==> src/rtl/serial_adder_pkg.sv <==
// rtl/serial_adder_pkg.sv - shared FSM state type and default sizing for serial_adder
package serial_adder_pkg;

  typedef enum logic [1:0] {
    ST_IDLE = 2'd0,
    ST_BUSY = 2'd1,
    ST_DONE = 2'd2
  } state_e;

  localparam int DEF_WIDTH = 8;
  localparam int DEF_DIGIT = 1;

endpackage

==> src/rtl/add_slice.sv <==
// rtl/add_slice.sv - DIGIT-bit combinational ripple adder slice
module add_slice #(
  parameter int DIGIT = 1
) (
  input  logic [DIGIT-1:0] a_i,
  input  logic [DIGIT-1:0] b_i,
  input  logic             ci_i,
  output logic [DIGIT-1:0] s_o,
  output logic             co_o,
  output logic             cm_o
);

  logic [DIGIT:0] c;

  always_comb begin
    c    = '0;
    s_o  = '0;
    c[0] = ci_i;
    for (int i = 0; i < DIGIT; i++) begin
      s_o[i]   = a_i[i] ^ b_i[i] ^ c[i];
      c[i + 1] = (a_i[i] & b_i[i]) | (c[i] & (a_i[i] ^ b_i[i]));
    end
  end

  assign co_o = c[DIGIT];
  // carry into the slice MSB; at the last step this is the carry into bit WIDTH-1
  assign cm_o = c[DIGIT-1];

endmodule

==> src/rtl/serial_adder.sv <==
// rtl/serial_adder.sv - digit-serial add/subtract unit with valid/ready handshakes
module serial_adder
  import serial_adder_pkg::*;
#(
  parameter int WIDTH = DEF_WIDTH,
  parameter int DIGIT = DEF_DIGIT
) (
  input  logic             clk,
  input  logic             rst,
  input  logic             in_valid,
  output logic             in_ready,
  input  logic [WIDTH-1:0] a,
  input  logic [WIDTH-1:0] b,
  input  logic             cin,
  input  logic             sub,
  output logic             out_valid,
  input  logic             out_ready,
  output logic [WIDTH-1:0] sum,
  output logic             cout,
  output logic             ovf
);

  localparam int STEPS = WIDTH / DIGIT;
  localparam int CW    = $clog2(STEPS + 1);
  localparam logic [CW-1:0] LAST = CW'(STEPS - 1);

  if (WIDTH < 1 || DIGIT < 1 || (WIDTH % DIGIT) != 0) begin : g_bad_cfg
    $error("serial_adder: DIGIT must be >= 1 and divide WIDTH exactly");
  end

  state_e           state_q, state_d;
  logic [WIDTH-1:0] a_q, a_d, b_q, b_d, sum_q, sum_d;
  logic             carry_q, carry_d, cout_q, cout_d, ovf_q, ovf_d;
  logic [CW-1:0]    cnt_q, cnt_d;

  logic [DIGIT-1:0]       slice_s;
  logic                   slice_co, slice_cm;
  logic [WIDTH+DIGIT-1:0] sum_cat;

  add_slice #(.DIGIT(DIGIT)) u_slice (
    .a_i (a_q[DIGIT-1:0]),
    .b_i (b_q[DIGIT-1:0]),
    .ci_i(carry_q),
    .s_o (slice_s),
    .co_o(slice_co),
    .cm_o(slice_cm)
  );

  // new slice enters at the top; after STEPS shifts it lands LSB-first in place
  assign sum_cat = {slice_s, sum_q};

  always_comb begin
    state_d = state_q;
    a_d     = a_q;
    b_d     = b_q;
    sum_d   = sum_q;
    carry_d = carry_q;
    cout_d  = cout_q;
    ovf_d   = ovf_q;
    cnt_d   = cnt_q;
    case (state_q)
      ST_IDLE: begin
        if (in_valid) begin
          a_d     = a;
          b_d     = b ^ {WIDTH{sub}};
          carry_d = cin ^ sub;
          cnt_d   = '0;
          state_d = ST_BUSY;
        end
      end
      ST_BUSY: begin
        a_d     = a_q >> DIGIT;
        b_d     = b_q >> DIGIT;
        sum_d   = sum_cat[WIDTH+DIGIT-1:DIGIT];
        carry_d = slice_co;
        cout_d  = slice_co;
        ovf_d   = slice_co ^ slice_cm;
        cnt_d   = cnt_q + 1'b1;
        if (cnt_q == LAST) begin
          state_d = ST_DONE;
        end
      end
      ST_DONE: begin
        if (out_ready) begin
          state_d = ST_IDLE;
        end
      end
      default: state_d = ST_IDLE;
    endcase
  end

  always_ff @(posedge clk) begin
    if (rst) begin
      state_q <= ST_IDLE;
      a_q     <= '0;
      b_q     <= '0;
      sum_q   <= '0;
      carry_q <= 1'b0;
      cout_q  <= 1'b0;
      ovf_q   <= 1'b0;
      cnt_q   <= '0;
    end else begin
      state_q <= state_d;
      a_q     <= a_d;
      b_q     <= b_d;
      sum_q   <= sum_d;
      carry_q <= carry_d;
      cout_q  <= cout_d;
      ovf_q   <= ovf_d;
      cnt_q   <= cnt_d;
    end
  end

  assign in_ready  = (state_q == ST_IDLE);
  assign out_valid = (state_q == ST_DONE);
  assign sum       = sum_q;
  assign cout      = cout_q;
  assign ovf       = ovf_q;

endmodule

==> config.mk <==
export PLATFORM = sky130hd
export DESIGN_NAME = serial_adder
export DESIGN_NICKNAME = d
export VERILOG_FILES = /design/src/rtl/serial_adder_pkg.sv /design/src/rtl/add_slice.sv /design/src/rtl/serial_adder.sv
export SDC_FILE = /design/constraint.sdc
export NUM_CORES = 1
export LEC_CHECK = 0
export BUFFER_PORTS_ARGS = -buffer_cell sky130_fd_sc_hd__buf_2
export CAP_MARGIN = 20
export CORE_MARGIN = 2
export CORE_UTILIZATION = 56
export DETAILED_ROUTE_END_ITERATION = 16
export MAX_ROUTING_LAYER = met4
export PLACE_DENSITY = 0.9
export SLEW_MARGIN = 10
export SYNTH_ARGS = -nofsm -noshare
export SYNTH_HDL_FRONTEND = slang
export SYNTH_HIERARCHICAL = 1
export SYNTH_SLANG_ARGS = --single-unit
==> constraint.sdc <==
create_clock -name clk -period 1.9 [get_ports clk]
set_input_delay 0 -clock clk [delete_from_list [all_inputs] [get_ports clk]]
set_output_delay 0 -clock clk [all_outputs]
set_load 0.1 [all_outputs]
Word level (Yosys, flattened, before mapping)

Index checks and enable logic that the tools add are counted.

Bits in registers: 33
Word-level logic and storage cells: 39
Bits of input ports: 22
Output and inout port bits: 12

$add $sub $neg: 1
Equal/unequal tests: 6
Reductions and logical operators: 4
Multiplexer cells: 12
Bitwise logic cells: 8

Operators with widths:

| kind                                                   | number |
|---|---|
| case mux 8 bit (2 select lines)                        | 2 |
| 2-to-1 mux 8 bit                                       | 2 |
| case mux 4 bit (2 select lines)                        | 1 |
| bitwise XOR 8 bit                                      | 1 |
| 2-to-1 mux 2 bit                                       | 3 |
| case mux 2 bit (3 select lines)                        | 1 |
| adder 4 x 1 -> 4 bit (second input constant)           | 1 |
| == test 4 x 3 -> 1 bit (second input constant)         | 1 |
| 2-to-1 mux 4 bit                                       | 1 |
| inequality test 2 bit (second input constant)          | 2 |
| bitwise XOR 1 bit                                      | 4 |
| AND reduction 3 bit                                    | 1 |
| AND 1 bit                                              | 2 |
| == test 2 x 1 -> 1 bit (second input constant)         | 1 |
| == test 2 bit (second input constant)                  | 1 |
| zero test 2 bit                                        | 1 |
| inequality test 2 x 1 -> 1 bit (second input constant) | 1 |
| case mux 1 bit (2 select lines)                        | 1 |
| AND reduction 2 bit                                    | 1 |
| nonzero test 2 bit                                     | 1 |
| 2-to-1 mux 1 bit                                       | 1 |
| OR 1 bit                                               | 1 |

Longest topological paths before layout

Word-level depth: 4
Depth in mapped cells: 4
Depth with buffers taken out: 4

Hierarchy

The synthesis kept the hierarchy.

Modules (own cells, without submodules):

| module       | area an instance (µm²) | sequential area each (µm²) | instances | cells an instance |
|---|---|---|---|---|
| serial_adder | 1460.2                 | 660.6                      | 1         | 168 |
| add_slice    | 27.5                   | 0.0                        | 1         | 2 |

Worst setup path after synthesis

OpenSTA, ideal clock, no wires.

Path kind: flip-flop to flip-flop
From: register state_q[0]
To: register b_q[7]
Required time: 1.809 ns
Path slack: -0.627 ns
Library setup time: 0.091 ns
Stages on the path, launching flop included: 5
Clock period less this slack: 2.527 ns
Arrival time: 2.436 ns
Cells stage by stage: dfxtp_1 buf_2 nor2_1 nand3b_2 o221ai_1

Cells in the longest elaborated chain, start to end: 3

RTL lines:

| item                                                                         | line                | source |
|---|---|---|
| start: declaration                                                           | serial_adder.sv:31  | `state_e state_q, state_d;` |
| start signal: assignment                                                     | serial_adder.sv:103 | `state_q <= state_d;` |
| zero test 2 bit *                                                            | n/a                 |  |
| via in_ready                                                                 | serial_adder.sv:11  | `output logic in_ready,` |
| inequality test 2 bit (no source line) or nonzero test 2 bit (tied branches) | n/a                 |  |
| AND reduction 2 bit (no source line)                                         | n/a                 |  |
| end signal: assignment                                                       | serial_adder.sv:96  | `b_q <= '0;` |
| end signal: assignment                                                       | serial_adder.sv:105 | `b_q <= b_d;` |
| end: declaration                                                             | serial_adder.sv:32  | `logic [WIDTH-1:0] a_q, a_d, b_q, b_d, sum_q, sum_d;` |

The timed path passes the listed nets; every way through them passes the cells marked *.
A chain may end at the register's enable or synchronous reset.

Final worst setup path

From: register state_q[1]
To: output out_valid

Cells in the longest elaborated chain, start to end: 1

RTL lines:

| item             | line                | source |
|---|---|---|
| == test 2 bit    | serial_adder.sv:115 | `assign out_valid = (state_q == ST_DONE);` |
| end: declaration | serial_adder.sv:16  | `output logic out_valid,` |

No other way between the ends.

==> flow_summary.ini <==
[job]
maxCapViolCount = 0

[cts]
buffer_type_at_the_clock_tree_root = sky130_fd_sc_hd__clkbuf_4
insertion_delay_ps = 340
clk_path_buf_depth = 2
numClockSinks = 33
clkSlewWorstSetupHoldPaths_ps = 100
post_cts.resized_instances = 0
cts_made_buffers = 5
ctsHtreeMaxLevel = 2
cts_tree = yes

[setup_path]
path_max_fanout = 15
end_kind = output pin
cp_data_arrival_time_ps = 1700
critical_path.max_stage_delay_ps = 670
crit_path_required_time_ps = 1900
slowest_stage = sky130_fd_sc_hd__dfxtp_1
crit_path_cell_trace = nor2b_2 -> buf_2
timing_worst_setup_path_type = reg -> out
r2r_slack_ps = 240
crit-reg2reg-launch = state_q[0]
reg2regPathDepth = 3
critical_path.startpoint_type = flip-flop
cp-startpoint = state_q[1]

[logic_synthesis]
synth.cell_area_sq_mm = 0.001488
synth.net_count = 194
synthDominantAreaCellType = sky130_fd_sc_hd__dfxtp_1
post_synth_inst_count = 170
yosysUniqueCellTypes = 33
synth_enable_flop_cells = 0
synthesis.area_per_instance_sq_um = 8.751
synth-async-reset-ratio = 0
ys_seq_area_frac = 0.4441
synth_warnings = 6
post_synth_main_area_contributors = sky130_fd_sc_hd__dfxtp_1, sky130_fd_sc_hd__a21oi_1, sky130_fd_sc_hd__xnor2_1
synth.top_cell.area_share = 0.4441
synth_top_flop_cell = sky130_fd_sc_hd__dfxtp_1
ys_seq_elements = 33

[pwr]
maximum_vdd_drop_v = 0.0005467
power_density_mw_per_mm2 = 776.0
p_leak_nw = 0.7050

[die]
die_w_microns = 55.54
core_area_sq_mm = 0.002500
fp-row-count = 18
die-area_sq_mm = 0.003085
die_y_microns = 55.54
initial_core_util = 0.5951
io_pins = 34

[sta]
slew_headroom = 0.3536
setup_violations = 0
timing.setup.tns_ps = 0
final-hold-violation-count = 0
max_clock_freq_ghz = 0.5897
clock-skew-final_ps = 7.222
worst-slew-pin-transition_ps = 967.6
post-route-min-period_ps = 1696
timing.final.max_slew_violations = 0
final.period_utilization = 0.8926
rsz0062_at_grt = false
final.hold.worst_slack_ps = 84.18

[finish]
antenna_cells_inserted = 0
final_nets = 233
instances_no_fill = 239
final_cell_mix = sky130_fd_sc_hd__dfxtp_1, sky130_fd_sc_hd__buf_2, sky130_fd_sc_hd__nand2_1
post-route-util = 0.7227
area_delta_synth_final_pct = 21.45
drive_gt1_frac = 0.2153

[global_routing]
grt_busiest_layer = met2
grt_start_max_net_pins = 36
grt_first_pass_wirelength_microns = 5023
grt_util_all_layers = 0.2131
use_met2 = 0.3690
grt_antenna_before_repair = 0
globalRoute.totalOverflow = 0
first_global_vias = 1215
use_met3 = 0.04918
grt.met1_usage = 0.2271

[route]
post_dr_wirelength_cell_microns = 12.75
routed_via_count = 1309
detailedRoute.firstIterationViolations = 34
postRouteAntennaNets = 0
routed_via_density = 5.477
drt_wl_total_microns = 3047
detail_route.first_pass.iterations = 4
detail_route.drc_violations = 0

[run_status]
outcome = finished, final reports clean

[placement]
dp_hpwl_microns = 2055
placed_cells = 221
io_buffers = 33
globalplace.congestion = 0.7691

[hold_path]
hold_depth = 4
min_path_type = in -> reg
worst_hold_startpoint = a[2]
[worst max-delay path: cells and delay by family (launching register included)]
| family | cells | cell delay (ps) |
|---|---|---|
| flip-flops | 1 | 670 |
| AND/OR/NAND/NOR | 1 | 260 |
| buffers and inverters | 1 | 430 |
[synthesized netlist by cell type (2+ instances only)]
library cell,instances
sky130_fd_sc_hd__o22ai_1,8
sky130_fd_sc_hd__nor3_1,8
sky130_fd_sc_hd__dfxtp_1,33
sky130_fd_sc_hd__nand3_1,2
sky130_fd_sc_hd__nand2_1,23
sky130_fd_sc_hd__xnor2_1,10
sky130_fd_sc_hd__a21oi_1,18
sky130_fd_sc_hd__or3b_1,7
sky130_fd_sc_hd__buf_2,4
sky130_fd_sc_hd__a22oi_1,9
sky130_fd_sc_hd__nand2b_1,9
sky130_fd_sc_hd__clkbuf_1,6
sky130_fd_sc_hd__buf_4,2
sky130_fd_sc_hd__nor2_1,12
[per-layer routing]
layer	vias up	part of all wire
li1	671	-
met1	598	0.43
met2	33	0.51
met3	7	0.041
met4	0	0.020
met5	-	0
[logic make-up after synthesis]
kind of cell / synth area share
muxes: 0.006729
buffers and inverters: 0.04961
and+or+nand+nor: 0.2397
AOI/OAI and AO/OA: 0.1792
xor gates and xnor gates: 0.05887
adders and majority gates: 0.02187
DFF: 0.4441
[state kept, by name, summed over array words and instances, names as in the netlist]
signal,count
b_q,8
state_q,2
cout,1
cnt_q,4
a_q,8
sum,8
ovf,1
carry_q,1
[final cells by class]
cell class	instances	area (sq um)
Sequential cell	33	660.6
Multi-Input combinational cell	123	763.2
Tap cell	30	37.54
Clock buffer	7	55.05
Timing Repair Buffer	46	290.3
Fill cell	208	693.2
[path summary, 6_finish.rpt]
| path | endpoint |
|---|---|
| worst max register to register | b_q[0] |
| worst max-delay path | out_valid |
| worst min-delay path | a_q[2] |
| worst min register to register | sum[0] |
[timing repair]
action / in CTS / in global routing
endpoints found under the hold margin: 11 / 0
hold buffers: 11 / 0
endpoints found under the setup margin: 0 / 0
buffers inserted: 0 / 0
[report_power, final]
part	internal (mW)	total (mW)	leakage (nW)	switching [mW]
clock network	0.174	0.401	0.0314	0.227
registers	0.729	0.755	0.270	0.0257
logic	0.101	0.246	0.404	0.144
[per-stage QoR]
step	setup slack, ps	instance area (sq um)	total power [mW]
CTS	214.3	1807	1.407
global placement	358.6	1642	0.9886
global route	81.51	1807	1.462
detailed placement	284.8	1642	0.9994
floorplan	299.3	1498	0.9506
finish	204.1	1807	1.402
Note: power is estimated with default switching activity, not from simulation.
